File: src/rtl/neuron_mac_seq_if.sv
// Handshake and datapath bundle between the neuron sequencer, its memories and the shared multiplier.
// slave is the sequencer side; master is the controller/memory/multiplier side.
interface neuron_mac_seq_if #(
    parameter int ADDR_W = 4,
    parameter int ACC_W  = 12
);
    logic              start;
    logic [3:0]        bias;
    logic              busy;
    logic              done;
    logic [ADDR_W-1:0] mem_addr;
    logic [3:0]        x_data;
    logic [3:0]        w_data;
    logic [3:0]        mul_x;
    logic [3:0]        mul_y;
    logic [3:0]        mul_p;
    logic [ACC_W-1:0]  acc;
    logic [3:0]        result;

    modport master (
        output start, bias, x_data, w_data, mul_p,
        input  busy, done, mem_addr, mul_x, mul_y, acc, result
    );

    modport slave (
        input  start, bias, x_data, w_data, mul_p,
        output busy, done, mem_addr, mul_x, mul_y, acc, result
    );
endinterface

File: src/rtl/neuron_mac_seq.sv
// Neuron MAC sequencer: bias + sum of N_INPUTS Q2.2 products, then ReLU and saturate; done N_INPUTS+2 cycles after accept.
// No backpressure: start is accepted only in IDLE, ignored while busy, never queued.
module neuron_mac_seq #(
    parameter int N_INPUTS = 16,
    parameter int ADDR_W   = 4,
    parameter int ACC_W    = 12
) (
    input  logic             i_clk,
    input  logic             i_rst,
    neuron_mac_seq_if.slave  bus
);
    typedef enum logic [1:0] {
        S_IDLE  = 2'd0,
        S_RUN   = 2'd1,
        S_DRAIN = 2'd2,
        S_DONE  = 2'd3
    } state_t;

    localparam logic [ADDR_W-1:0] LAST_ADDR = ADDR_W'(N_INPUTS - 1);

    state_t            r_state;
    state_t            w_next;
    logic [ADDR_W-1:0] r_addr;
    logic [ACC_W-1:0]  r_acc;
    logic              r_rd_vld;
    logic [ACC_W-1:0]  w_prod_ext;
    logic [ACC_W-1:0]  w_bias_ext;
    logic [3:0]        w_result;
    logic              w_accept;

    assign w_accept   = (r_state == S_IDLE) && bus.start;
    assign w_prod_ext = {{(ACC_W-4){bus.mul_p[3]}}, bus.mul_p};
    assign w_bias_ext = {{(ACC_W-4){bus.bias[3]}}, bus.bias};

    always_ff @(posedge i_clk or posedge i_rst) begin
        if (i_rst) begin
            r_state <= S_IDLE;
        end else begin
            r_state <= w_next;
        end
    end

    always_comb begin
        w_next = r_state;
        case (r_state)
            S_IDLE:  if (bus.start) w_next = S_RUN;
            S_RUN:   if (r_addr == LAST_ADDR) w_next = S_DRAIN;
            S_DRAIN: w_next = S_DONE;
            S_DONE:  w_next = S_IDLE;
            default: w_next = S_IDLE;
        endcase
    end

    // r_rd_vld marks that mul_p holds the product of the address presented last cycle.
    always_ff @(posedge i_clk or posedge i_rst) begin
        if (i_rst) begin
            r_addr   <= '0;
            r_acc    <= '0;
            r_rd_vld <= 1'b0;
        end else begin
            r_rd_vld <= (r_state == S_RUN);
            if (w_accept) begin
                r_acc  <= w_bias_ext;
                r_addr <= '0;
            end else if (r_rd_vld) begin
                r_acc <= r_acc + w_prod_ext;
            end
            if ((r_state == S_RUN) && (r_addr != LAST_ADDR)) begin
                r_addr <= r_addr + ADDR_W'(1);
            end
        end
    end

    always_comb begin
        w_result = r_acc[3:0];
        if (r_acc[ACC_W-1]) begin
            w_result = 4'b0000;
        end else if (|r_acc[ACC_W-2:3]) begin
            w_result = 4'b0111;
        end
    end

    assign bus.busy     = (r_state != S_IDLE);
    assign bus.done     = (r_state == S_DONE);
    assign bus.mem_addr = r_addr;
    assign bus.mul_x    = bus.x_data;
    assign bus.mul_y    = bus.w_data;
    assign bus.acc      = r_acc;
    assign bus.result   = w_result;
endmodule

File: src/flat_wrapper.sv
// flat-port wrapper written by rule: the top's interface ports become plain ports
module neuron_mac_seq_flat 
#(
    parameter int N_INPUTS = 16,
    parameter int ADDR_W   = 4,
    parameter int ACC_W    = 12
)
  (i_clk, i_rst, bus_start, bus_bias, bus_x_data, bus_w_data, bus_mul_p, bus_busy, bus_done, bus_mem_addr, bus_mul_x, bus_mul_y, bus_acc, bus_result);
  neuron_mac_seq_if #(.ADDR_W(ADDR_W), .ACC_W(ACC_W)) bus_i ();
  input  logic i_clk;
  input  logic i_rst;
  input wire logic [$bits(bus_i.start)-1:0] bus_start;
  input wire logic [$bits(bus_i.bias)-1:0] bus_bias;
  input wire logic [$bits(bus_i.x_data)-1:0] bus_x_data;
  input wire logic [$bits(bus_i.w_data)-1:0] bus_w_data;
  input wire logic [$bits(bus_i.mul_p)-1:0] bus_mul_p;
  output wire logic [$bits(bus_i.busy)-1:0] bus_busy;
  output wire logic [$bits(bus_i.done)-1:0] bus_done;
  output wire logic [$bits(bus_i.mem_addr)-1:0] bus_mem_addr;
  output wire logic [$bits(bus_i.mul_x)-1:0] bus_mul_x;
  output wire logic [$bits(bus_i.mul_y)-1:0] bus_mul_y;
  output wire logic [$bits(bus_i.acc)-1:0] bus_acc;
  output wire logic [$bits(bus_i.result)-1:0] bus_result;
  assign bus_i.start = bus_start;
  assign bus_i.bias = bus_bias;
  assign bus_i.x_data = bus_x_data;
  assign bus_i.w_data = bus_w_data;
  assign bus_i.mul_p = bus_mul_p;
  assign bus_busy = bus_i.busy;
  assign bus_done = bus_i.done;
  assign bus_mem_addr = bus_i.mem_addr;
  assign bus_mul_x = bus_i.mul_x;
  assign bus_mul_y = bus_i.mul_y;
  assign bus_acc = bus_i.acc;
  assign bus_result = bus_i.result;
  neuron_mac_seq #(.N_INPUTS(N_INPUTS), .ADDR_W(ADDR_W), .ACC_W(ACC_W)) u_core (.i_clk(i_clk), .i_rst(i_rst), .bus(bus_i));
endmodule
File: config.mk
export PLATFORM = sky130hd
export DESIGN_NAME = neuron_mac_seq_flat
export DESIGN_NICKNAME = d
export VERILOG_FILES = /design/src/rtl/neuron_mac_seq_if.sv /design/src/rtl/neuron_mac_seq.sv /design/src/flat_wrapper.sv
export SDC_FILE = /design/constraint.sdc
export NUM_CORES = 1
export LEC_CHECK = 0
export CAP_MARGIN = 0
export CORE_ASPECT_RATIO = 1.2
export CORE_UTILIZATION = 40
export DETAILED_ROUTE_END_ITERATION = 10
export GPL_TIMING_DRIVEN = 0
export HOLD_SLACK_MARGIN = 0.02
export PLACE_DENSITY = 0.7
export SLEW_MARGIN = 20
export SYNTH_ARGS = -nofsm -noshare
export SYNTH_HDL_FRONTEND = slang
export SYNTH_SLANG_ARGS = --single-unit
File: constraint.sdc
create_clock -name i_clk -period 3.1 [get_ports i_clk]
set_clock_uncertainty 0.05 [all_clocks]
set_input_delay 0.465 -clock i_clk [delete_from_list [all_inputs] [get_ports i_clk]]
set_output_delay 0.465 -clock i_clk [all_outputs]
set_load 0.05 [all_outputs]
# Word-level counts from Yosys, hierarchy flattened
# Index checks and enable logic that the tools add are counted.
# Widths: inputs -> output; s select.
totals:
  ff_bits: 19
  inputBits: 19
  out_inout_bits: 30
  wordCells: 30
classes:
  n_addsub: 2
  n_eq_ne: 7
  muxes: 9
  n_reduce_logical: 8
ops:
  columns: ["op", "count"]
  rows:
  - ["$mux 12", 2]
  - ["$mux 4", 4]
  - ["$add 12x12->12", 1]
  - ["$pmux 2 s4", 1]
  - ["$reduce_or 8->1", 1]
  - ["$reduce_bool 2->1", 3]
  - ["$add 4x1->4 const B", 1]
  - ["$eq 2x2->1 const B", 2]
  - ["$eq 4x4->1 const B", 1]
  - ["$mux 2", 2]
  - ["$ne 4x4->1 const B", 1]
  - ["$eq 2x1->1 const B", 1]
  - ["$logic_and 1x1->1", 2]
  - ["$logic_not 2->1", 1]
  - ["$ne 2x1->1 const B", 1]
  - ["$ne 2x2->1 const B", 1]
  - ["$reduce_and 2->1", 1]

# Longest topological paths before layout
# Gate-level depths: netlist of run 1.
logic_depth:
  word_depth: 4
  mapped_depth: 9
  ltp_nobuf: 9

# Worst setup path after synthesis of run 1
# No wires, ideal clock.
synth_path:
  path_type: "reg-to-reg"
  from: "reg u_core.r_acc[0], in the netlist u_core.bus.acc[0]"
  to: "reg u_core.r_acc[10], in the netlist u_core.bus.acc[10]"
  setup_ns: 0.131
  arrival_ns: 2.360
  required_ns: 2.919
  setup_slack_ns: 0.559
  path_stages_with_launch: 10
  path_buffers: 0
  synth_period_minus_slack_ns: 2.541
  path_cell_list: "dfrtp_1 ha_1 inv_1 fa_1 and2b_1 o21ai_2 a21boi_2 o2111ai_1 and3_1 or3_1"
synth_via:
  elab_chain_len: 3
synth_rtl:
  columns: ["item", "line_no", "rtl"]
  rows:
  - ["start, declared", "neuron_mac_seq.sv:24", "logic [ACC_W-1:0] r_acc;"]
  - ["start signal, assigned", "neuron_mac_seq.sv:63", "r_acc <= w_bias_ext;"]
  - ["start signal, assigned", "neuron_mac_seq.sv:66", "r_acc <= r_acc + w_prod_ext;"]
  - ["$add 12x12->12", "neuron_mac_seq.sv:66", null]
  - ["$mux 12", "neuron_mac_seq.sv:65", "end else if (r_rd_vld) begin"]
  - ["$mux 12", "neuron_mac_seq.sv:62", "if (w_accept) begin"]
# No other way between the ends. The select of a mux whose other input is x is not followed.
# A chain may end at the register's enable or synchronous reset.

# Final worst setup path of run 1
layout_path:
  from: "reg u_core.r_acc[7], in the netlist u_core.bus.acc[7]"
  to: "out bus_result[2]"
layout_via:
  elab_chain_len: 3
layout_rtl:
  columns: ["item", "line_no", "rtl"]
  rows:
  - ["$reduce_or 8->1", "neuron_mac_seq.sv:78", "end else if (|r_acc[ACC_W-2:3]) begin"]
  - ["$mux 4", "neuron_mac_seq.sv:78", null]
  - ["$mux 4", "neuron_mac_seq.sv:76", "if (r_acc[ACC_W-1]) begin"]
  - ["end, declared", "flat_wrapper.sv:23", "output wire logic [$bits(bus_i.result)-1:0] bus_result;"]
# No other way between the ends.

==> results.sh, run 1 <==
export IMPL_cts_tree="built"
export IMPL_synth_seq_cells=19
export IMPL_coreArea_um2=3724
export IMPL_p_leak_nw=0.8832
export IMPL_worstSetupStartpointType="flop"
export IMPL_clkTransAtPathRegs_ns=0.07
export IMPL_grt_pass1_wl_mm=6.196
export IMPL_cp_required_ns=2.58
export IMPL_synthArstFlopShare=1.000
export IMPL_holdBufCountCts=0
export IMPL_crit_family="simple AND/OR/NAND/NOR gates"
export IMPL_insertion_delay_ns=0.25
export IMPL_cp_arrival_ns=2.24
export IMPL_grt_use_total=0.1898
export IMPL_portBuffers=39
export IMPL_route_antenna_remaining_nets=0
export IMPL_cts_sinks=19
export IMPL_crit_start="u_core.bus.acc[7]$_DFFE_PP0P_"
export IMPL_io_pins=49
export IMPL_route_met3_wl_um=133
export IMPL_postSynthCellCount=187
export IMPL_synth_area_um2=1588
export IMPL_hold_end="u_core.bus.mem_addr[3]$_DFFE_PP0P_"
export IMPL_viasPerCell=5.230
export IMPL_rrSetupSlack_ns=0.71
export IMPL_row_count=24
export IMPL_fin_total_pwr_mw=2.402
export IMPL_cts_buffer_depth=2
export IMPL_cp_max_fo=4
export IMPL_final_area_um2=2088
export IMPL_outcome="finished clean"
export IMPL_place_congestion=0.7858
export IMPL_syn_area_per_cell_um2=8.491
export IMPL_fin_tns_setup_ns=0
export IMPL_max_clock_freq_mhz=362.9
export IMPL_synth_top_area_share=0.2994
export IMPL_setup_viol=0
export IMPL_hp_class="flop to flop"
export IMPL_drtIter0Drc=39
export IMPL_worstPathCellList="or4_1, nor3_1, nor2_1, clkdlybuf4s50_1"
export IMPL_die_w_um=59.52
export IMPL_syn_nets=224
export IMPL_ys_flop_type="dfrtp_1"
export IMPL_cts_buffers=3
export IMPL_synth_most_common_cell="dfrtp_1"
export IMPL_slowest_stage="clkdlybuf4s50_1"
export IMPL_drt_wl_total_mm=3.535
export IMPL_peakVddDrop_mv=0.6369
export IMPL_yosysTopAreaCell="dfrtp_1"
export IMPL_place_ws_ns=0.1253
export IMPL_finalCriticalPeriod_ns=2.756
export IMPL_clockRootBuffer="clkbuf_8"
export IMPL_r2r_start="u_core.bus.acc[0]$_DFFE_PP0P_"
export IMPL_critical_path_class="flop to output pin"
export IMPL_post_cts_buffers=0
export IMPL_wl_met1_mm=1.699
export IMPL_end_kind="output pin"
export IMPL_min_path_cells=1
export IMPL_rr_endpoint="u_core.bus.acc[10]$_DFFE_PP0P_"
export IMPL_r2r_cells=9
export IMPL_drc=0
export IMPL_n_antenna_cell=0
export IMPL_die_h_um=71.02
export IMPL_vias=1475
export IMPL_hold_violations=0
export IMPL_hpwl_mm=2.775
export IMPL_slew_viol_final=0
export IMPL_grt_max_degree=20
export IMPL_synth_edff_count=0
export IMPL_syn_to_final_growth_pct=31.52
export IMPL_die_area_um2=4226
export IMPL_wire_per_inst_um=12.54
export IMPL_netlist_top_cells_area="dfrtp_1 30%, ha_1 13%, o21ai_0 5.0%"
export IMPL_seq_area_frac_synth=0.2994
export IMPL_yosysUniqueCellTypes=48
export IMPL_initial_core_util=0.4264
export IMPL_finalCritPeriodShare=0.8890
export IMPL_htreeDepth=1
export IMPL_crit_buf_inv=1
export IMPL_layout_setup_ws_ns=0.3442
export IMPL_yosys_warnings=0
export IMPL_grt_ovfl_total=0
export IMPL_place_area_um2=2043
export IMPL_yosys_top_cells_count="19 x dfrtp_1, 17 x ha_1, 16 x o21ai_0"
export IMPL_drive_gt1_frac=0.1000
export IMPL_firstDrtPassIters=4
export IMPL_worstHoldStart="u_core.bus.mem_addr[3]$_DFFE_PP0P_"
export IMPL_slew_headroom=0.5259
export IMPL_cap_viol_max_count=0
export IMPL_highest_signal_layer="met4"
export IMPL_rsz0062_at_grt="no"
export IMPL_worstMarginPinSlew_ns=0.7104
export IMPL_antenna_found_initial=0
export IMPL_finalNetCount=268
export IMPL_wl_met2_mm=1.650
export IMPL_slowest_delay_ns=0.70
export IMPL_cts_resized=0
export IMPL_first_global_vias=1381
export IMPL_powerDensity_nw_per_um2=1150
==> sequential cells by signal (all words and copies together) (netlist names) <==
name	count
u_core.r_rd_vld	1
u_core.bus.acc	12
u_core.r_state	2
u_core.bus.mem_addr	4
==> logic make-up (layout without fill, tap and decap cells) <==
logic type | after synthesis | after routing | share of synthesized area
compound gates | 55 | 55 | 0.2222
fa+ha+maj | 18 | 18 | 0.1466
mux | 1 | 1 | 0.006304
simple gates | 65 | 65 | 0.2301
other cells | 1 | 1 | 0.002362
buf+inv | 27 | 70 | 0.08746
flops | 19 | 19 | 0.2995
xor+xnor | 1 | 1 | 0.005517
==> worst max path at each step <==
stage | to | slack (ns) | cells past startpoint
floorplan | u_core.bus.acc[10]$_DFFE_PP0P_ | 0.56 | 9
global placement | u_core.bus.acc[9]$_DFFE_PP0P_ | 0.15 | 8
detailed placement | u_core.bus.acc[9]$_DFFE_PP0P_ | 0.13 | 8
CTS | bus_result[2] | 0.32 | 4
global route | u_core.bus.acc[9]$_DFFE_PP0P_ | 0.21 | 8
finish | bus_result[2] | 0.34 | 4
==> cell type report <==
class	instances	area (um2)
Tap cell	52	65.06
Clock buffer	4	45.04
Multi-Input combinational cell	141	973.4
Inverter	12	45.04
Timing Repair Buffer	39	390.4
Sequential cell	19	475.5
Fill cell	365	1635
Buffer	15	93.84
==> layout by cell type (no fill, tap or decap), types with 2 or more instances in the layout <==
cell type	count
dfrtp_1	19
a21oi_1	13
nor3_1	11
ha_1	17
inv_1	12
nand4_1	2
or3_1	5
and3_1	3
o21a_1	3
nor2_1	8
nor2b_1	3
nand3_1	2
buf_4	9
o21ai_0	16
o31ai_1	2
clkbuf_1	2
a2111oi_0	2
a31oi_1	3
o2111ai_1	4
clkdlybuf4s50_1	39
nand2_1	13
clkbuf_8	3
buf_1	2
a21oi_2	2
nor3b_1	4
and2_1	2
or4_1	2
a21o_1	3
o21bai_1	2
buf_2	2
==> through the flow <==
stage / hold slack [ns] / utilization / std cells
floorplan: 0.3661 / - / 187
global placement: 0.4807 / 0.5487 / 278
detailed placement: 0.4681 / 0.5487 / 278
CTS: 0.4941 / 0.5608 / 282
global route: 0.5182 / 0.5608 / 282
finish: 0.4830 / 0.5608 / 282
==> power breakdown <==
group	switching (mW)	total (mW)	internal [mW]
combinational	1.10	1.74	0.643
sequential	0.123	0.496	0.373
clock	0.0761	0.167	0.0912
==> routing by layer <==
layer	GRT usage	vias to the layer above
li1	-	761
met1	0.2659	679
met2	0.3034	31
met3	0.01463	4
met4	0.06977	0
met5	0	-
Power figures use the tool's default switching activity.
==> inputs of run 2 (changes only) <==
--- a/config.mk
+++ b/config.mk
@@ -7,10 +7,11 @@
 export LEC_CHECK = 0
 export CAP_MARGIN = 0
 export CORE_ASPECT_RATIO = 1.2
+export CORE_MARGIN = 10
 export CORE_UTILIZATION = 40
 export DETAILED_ROUTE_END_ITERATION = 10
 export GPL_TIMING_DRIVEN = 0
-export HOLD_SLACK_MARGIN = 0.02
+export HOLD_SLACK_MARGIN = 0.08
 export PLACE_DENSITY = 0.7
 export SLEW_MARGIN = 20
 export SYNTH_ARGS = -nofsm -noshare
==> run 2 against run 1 <==
Compared with the run above:
- critical path depth stayed put
- critical path type unchanged
- flip-flop and latch count did not move
- largest power group unchanged
- combinational power hardly changed
- utilization fell by 2.2 points
- power increased by 0.85%
- largest cell class unchanged
- register-to-register slack barely moved
- clock power is essentially flat
- highest routed layer unchanged
==> results.sh, run 2 (synthesized netlist as in run 1, its figures left out) <==
export IMPL_outcome="finished clean"
export IMPL_multi_input_area_um2=973.4
export IMPL_coreArea_um2=3879
export IMPL_r2r_cells=9
export IMPL_hpwl_mm=3.279
export IMPL_portBuffers=39
export IMPL_cp_max_fo=4
export IMPL_syn_to_final_growth_pct=31.68
export IMPL_die_area_um2=6900
export IMPL_n_antenna_cell=0
export IMPL_hold_end="u_core.bus.mem_addr[3]$_DFFE_PP0P_"
export IMPL_die_h_um=89.02
export IMPL_grt_use_total=0.1165
export IMPL_min_path_cells=1
export IMPL_largest_reg_flops=12
export IMPL_place_area_um2=2046
export IMPL_worstMarginPinSlew_ns=0.7158
export IMPL_hold_violations=0
export IMPL_clockRootBuffer="clkbuf_8"
export IMPL_drive_gt1_frac=0.1000
export IMPL_route_antenna_remaining_nets=0
export IMPL_first_global_vias=1495
export IMPL_grt_pass1_wl_mm=6.782
export IMPL_rrSetupSlack_ns=0.70
export IMPL_finalNetCount=268
export IMPL_cp_required_ns=2.58
export IMPL_row_count=25
export IMPL_drt_wl_total_mm=4.039
export IMPL_vias=1495
export IMPL_powerDensity_nw_per_um2=1159
export IMPL_rr_endpoint="u_core.bus.acc[8]$_DFFE_PP0P_"
export IMPL_critical_path_class="flop to output pin"
export IMPL_cts_resized=0
export IMPL_drc=0
export IMPL_cts_buffer_depth=2
export IMPL_hp_class="flop to flop"
export IMPL_slew_headroom=0.5223
export IMPL_worstSetupStartpointType="flop"
export IMPL_finalCritPeriodShare=0.9005
export IMPL_firstDrtPassIters=4
export IMPL_io_pins=49
export IMPL_utilization=0.5390
export IMPL_cts_tree="built"
export IMPL_end_kind="output pin"
export IMPL_place_congestion=0.8104
export IMPL_final_area_um2=2091
export IMPL_htreeDepth=1
export IMPL_mostFrequentLayoutCells="39 x clkdlybuf4s50_1, 19 x dfrtp_1, 17 x ha_1"
export IMPL_register_area_um2=475.5
export IMPL_final_common_cell="clkdlybuf4s50_1"
export IMPL_holdBufCountCts=0
export IMPL_n_fill_cell=385
export IMPL_cap_viol_max_count=0
export IMPL_cp_arrival_ns=2.28
export IMPL_die_w_um=77.52
export IMPL_cts_buffers=3
export IMPL_initial_core_util=0.4094
export IMPL_finalCriticalPeriod_ns=2.792
export IMPL_insertion_delay_ns=0.25
export IMPL_fin_tns_setup_ns=0
export IMPL_wire_per_inst_um=14.22
export IMPL_fin_total_pwr_mw=2.423
export IMPL_rsz0062_at_grt="no"
export IMPL_worstHoldStart="u_core.bus.mem_addr[3]$_DFFE_PP0P_"
export IMPL_peakVddDrop_mv=0.6143
export IMPL_setup_viol=0
export IMPL_viasPerCell=5.264
export IMPL_r2r_start="u_core.bus.acc[0]$_DFFE_PP0P_"
export IMPL_slew_viol_final=0
export IMPL_max_clock_freq_mhz=358.2
export IMPL_grt_max_degree=20
export IMPL_grt_ovfl_total=0
export IMPL_clkTransAtPathRegs_ns=0.07
export IMPL_drtIter0Drc=115
export IMPL_post_cts_buffers=0
export IMPL_p_leak_nw=0.8832
export IMPL_cts_sinks=19
export IMPL_antenna_found_initial=0
==> run 2: routing by layer <==
metal,track usage,share of wire,up-vias
met4,0.03987,0.011,0
met2,0.2222,0.52,37
met3,0.02113,0.051,5
li1,-,-,758
met1,0.1266,0.42,695
met5,0,0,-
==> run 2: worst max path at each step <==
stage	from	end	slack (ns)	depth (start not counted)
floorplan	u_core.bus.acc[0]$_DFFE_PP0P_	u_core.bus.acc[10]$_DFFE_PP0P_	0.56	9
global placement	bus_mul_p[3]	u_core.bus.acc[9]$_DFFE_PP0P_	0.16	8
detailed placement	bus_mul_p[3]	u_core.bus.acc[11]$_DFFE_PP0P_	0.17	8
CTS	u_core.bus.acc[7]$_DFFE_PP0P_	bus_result[2]	0.30	4
global route	bus_mul_p[3]	u_core.bus.acc[9]$_DFFE_PP0P_	0.24	8
finish	u_core.bus.acc[7]$_DFFE_PP0P_	bus_result[2]	0.31	4
==> run 2: worst max-delay path, stage by stage (launching register included) <==
cell	delay, ns
dfrtp_1	0.43
or4_1	0.63
nor3_1	0.20
nor2_1	0.06
clkdlybuf4s50_1	0.70
==> run 2: where the power goes <==
part / leakage [nW] / internal (mW) / total [mW] / switching (mW)
Sequential: 0.227 / 0.373 / 0.492 / 0.119
Combinational: 0.633 / 0.645 / 1.76 / 1.12
Clock: 0.0228 / 0.0914 / 0.169 / 0.0775
==> run 2: cell type report <==
type	count	area share
plain buffers	15	0.04488
clock buffers	4	0.02154
inverters	12	0.02154
multi-input cells	141	0.4656
flip-flops and latches	19	0.2274
well taps	54	0.03232
repair buffers	39	0.1867
==> run 2: through the flow <==
| stage | std cells | worst slack (ns) | hold WS [ns] |
|---|---|---|---|
| floorplan | 187 | 0.5589 | 0.3661 |
| global placement | 280 | 0.1572 | 0.4619 |
| detailed placement | 280 | 0.1727 | 0.4604 |
| CTS | 284 | 0.3001 | 0.4716 |
| global route | 284 | 0.2400 | 0.5084 |
| finish | 284 | 0.3084 | 0.4706 |
==> inputs of run 3 (changes only) <==
--- a/config.mk
+++ b/config.mk
@@ -12,7 +12,7 @@
 export DETAILED_ROUTE_END_ITERATION = 10
 export GPL_TIMING_DRIVEN = 0
 export HOLD_SLACK_MARGIN = 0.08
-export PLACE_DENSITY = 0.7
+export PLACE_DENSITY = 0.8
 export SLEW_MARGIN = 20
 export SYNTH_ARGS = -nofsm -noshare
 export SYNTH_HDL_FRONTEND = slang
==> run 3 against run 2 <==
Compared with the run above:
- first-iteration DRC count down 27%
- design area is the same
- global-route usage is 0.30 points higher
- fmax shrank 0.84%
- critical path type unchanged
- critical endpoint unchanged
- largest cell class unchanged
- largest power group unchanged
==> results.sh, run 3 (synthesized netlist as in run 1, its figures left out) <==
export IMPL_largest_reg_flops=12
export IMPL_r2r_start="u_core.bus.acc[0]$_DFFE_PP0P_"
export IMPL_worstSetupStartpointType="flop"
export IMPL_mostFrequentLayoutCells="39 x clkdlybuf4s50_1, 19 x dfrtp_1, 17 x ha_1"
export IMPL_finalCriticalPeriod_ns=2.815
export IMPL_portBuffers=39
export IMPL_cap_viol_max_count=0
export IMPL_max_clock_freq_mhz=355.2
export IMPL_rr_endpoint="u_core.bus.acc[8]$_DFFE_PP0P_"
export IMPL_cts_buffer_depth=2
export IMPL_firstDrtPassIters=4
export IMPL_die_h_um=89.02
export IMPL_antenna_found_initial=0
export IMPL_wire_per_inst_um=14.23
export IMPL_vias=1506
export IMPL_critical_path_class="flop to output pin"
export IMPL_final_area_um2=2091
export IMPL_place_congestion=0.8577
export IMPL_hold_violations=0
export IMPL_clkTransAtPathRegs_ns=0.07
export IMPL_syn_to_final_growth_pct=31.68
export IMPL_viasPerCell=5.303
export IMPL_coreArea_um2=3879
export IMPL_min_path_cells=1
export IMPL_drive_gt1_frac=0.1000
export IMPL_cp_max_fo=4
export IMPL_rsz0062_at_grt="no"
export IMPL_drc=0
export IMPL_drt_wl_total_mm=4.042
export IMPL_rrSetupSlack_ns=0.70
export IMPL_io_pins=49
export IMPL_cts_sinks=19
export IMPL_powerDensity_nw_per_um2=1160
export IMPL_cts_tree="built"
export IMPL_grt_use_total=0.1195
export IMPL_holdBufCountCts=0
export IMPL_cts_buffers=3
export IMPL_worstMarginPinSlew_ns=0.6990
export IMPL_final_common_cell="clkdlybuf4s50_1"
export IMPL_drtIter0Drc=84
export IMPL_die_w_um=77.52
export IMPL_r2r_cells=9
export IMPL_peakVddDrop_mv=0.6099
export IMPL_hp_class="flop to flop"
export IMPL_slew_headroom=0.5335
export IMPL_grt_max_degree=20
export IMPL_die_area_um2=6900
export IMPL_first_global_vias=1549
export IMPL_insertion_delay_ns=0.26
export IMPL_fin_tns_setup_ns=0
export IMPL_hpwl_mm=3.301
export IMPL_cts_resized=0
export IMPL_setup_viol=0
export IMPL_worstHoldStart="u_core.bus.mem_addr[3]$_DFFE_PP0P_"
export IMPL_p_leak_nw=0.8832
export IMPL_met2_usage=0.2154
export IMPL_finalNetCount=268
export IMPL_end_kind="output pin"
export IMPL_grt_busiest_layer="met2"
export IMPL_place_area_um2=2046
export IMPL_utilization=0.5390
export IMPL_hold_end="u_core.bus.mem_addr[3]$_DFFE_PP0P_"
export IMPL_n_antenna_cell=0
export IMPL_cp_arrival_ns=2.30
export IMPL_clockRootBuffer="clkbuf_8"
export IMPL_htreeDepth=1
export IMPL_route_antenna_remaining_nets=0
export IMPL_row_count=25
export IMPL_grt_ovfl_total=0
export IMPL_initial_core_util=0.4094
export IMPL_slew_viol_final=0
export IMPL_post_cts_buffers=0
export IMPL_cp_required_ns=2.58
export IMPL_grt_met3_usage=0.02213
export IMPL_finalCritPeriodShare=0.9081
export IMPL_grt_use_met1=0.1309
export IMPL_grt_pass1_wl_mm=6.913
export IMPL_outcome="finished clean"
==> run 3: cell counts in the layout (fill, tap and decap cells not counted) <==
Identical to the previous run, type by type.
==> run 3: cell type report <==
cell class	instances	area [um2]
fillers	386	1788
multi-input cells	141	973.4
flip-flops and latches	19	475.5
repair buffers	39	390.4
plain buffers	15	93.84
well taps	54	67.56
clock buffers	4	45.04
inverters	12	45.04
==> run 3: how the worst max path moves through the flow <==
stage | startpoint | slack [ns] | endpoint
floorplan | u_core.bus.acc[0]$_DFFE_PP0P_ | 0.56 | u_core.bus.acc[10]$_DFFE_PP0P_
CTS | u_core.bus.acc[7]$_DFFE_PP0P_ | 0.27 | bus_result[2]
global route | u_core.bus.acc[7]$_DFFE_PP0P_ | 0.23 | bus_result[2]
detailed placement | bus_mul_p[3] | 0.19 | u_core.bus.acc[9]$_DFFE_PP0P_
finish | u_core.bus.acc[7]$_DFFE_PP0P_ | 0.28 | bus_result[2]
global placement | bus_mul_p[3] | 0.17 | u_core.bus.acc[9]$_DFFE_PP0P_
==> run 3: metal layers <==
metal	up-vias	share of wire
met2	32	0.52
met4	0	0.026
met1	707	0.42
met3	7	0.041
met5	-	0
li1	760	-
==> run 3: worst max-delay path: stages, from the launching register on <==
cell and delay (ns):
dfrtp_1 0.42, or4_1 0.63, nor3_1 0.22, nor2_1 0.07, clkdlybuf4s50_1 0.70
==> run 3: power by group <==
| group | total (mW) | switching [mW] | internal (mW) |
|---|---|---|---|
| sequential | 0.500 | 0.127 | 0.373 |
| clock | 0.169 | 0.0780 | 0.0914 |
| combinational | 1.75 | 1.11 | 0.645 |
==> run 3: metrics by stage <==
| step | power, mW | setup slack (ns) | cells | hold slack, ns |
|---|---|---|---|---|
| final | 2.424 | 0.2847 | 284 | 0.4765 |
| after global routing | 2.631 | 0.2258 | 284 | 0.5096 |
| after CTS | 2.445 | 0.2744 | 284 | 0.4731 |
| after detailed placement | 2.264 | 0.1942 | 280 | 0.4643 |
| after global placement | 2.234 | 0.1733 | 280 | 0.4663 |
| after floorplan | 1.753 | 0.5589 | 187 | 0.3661 |
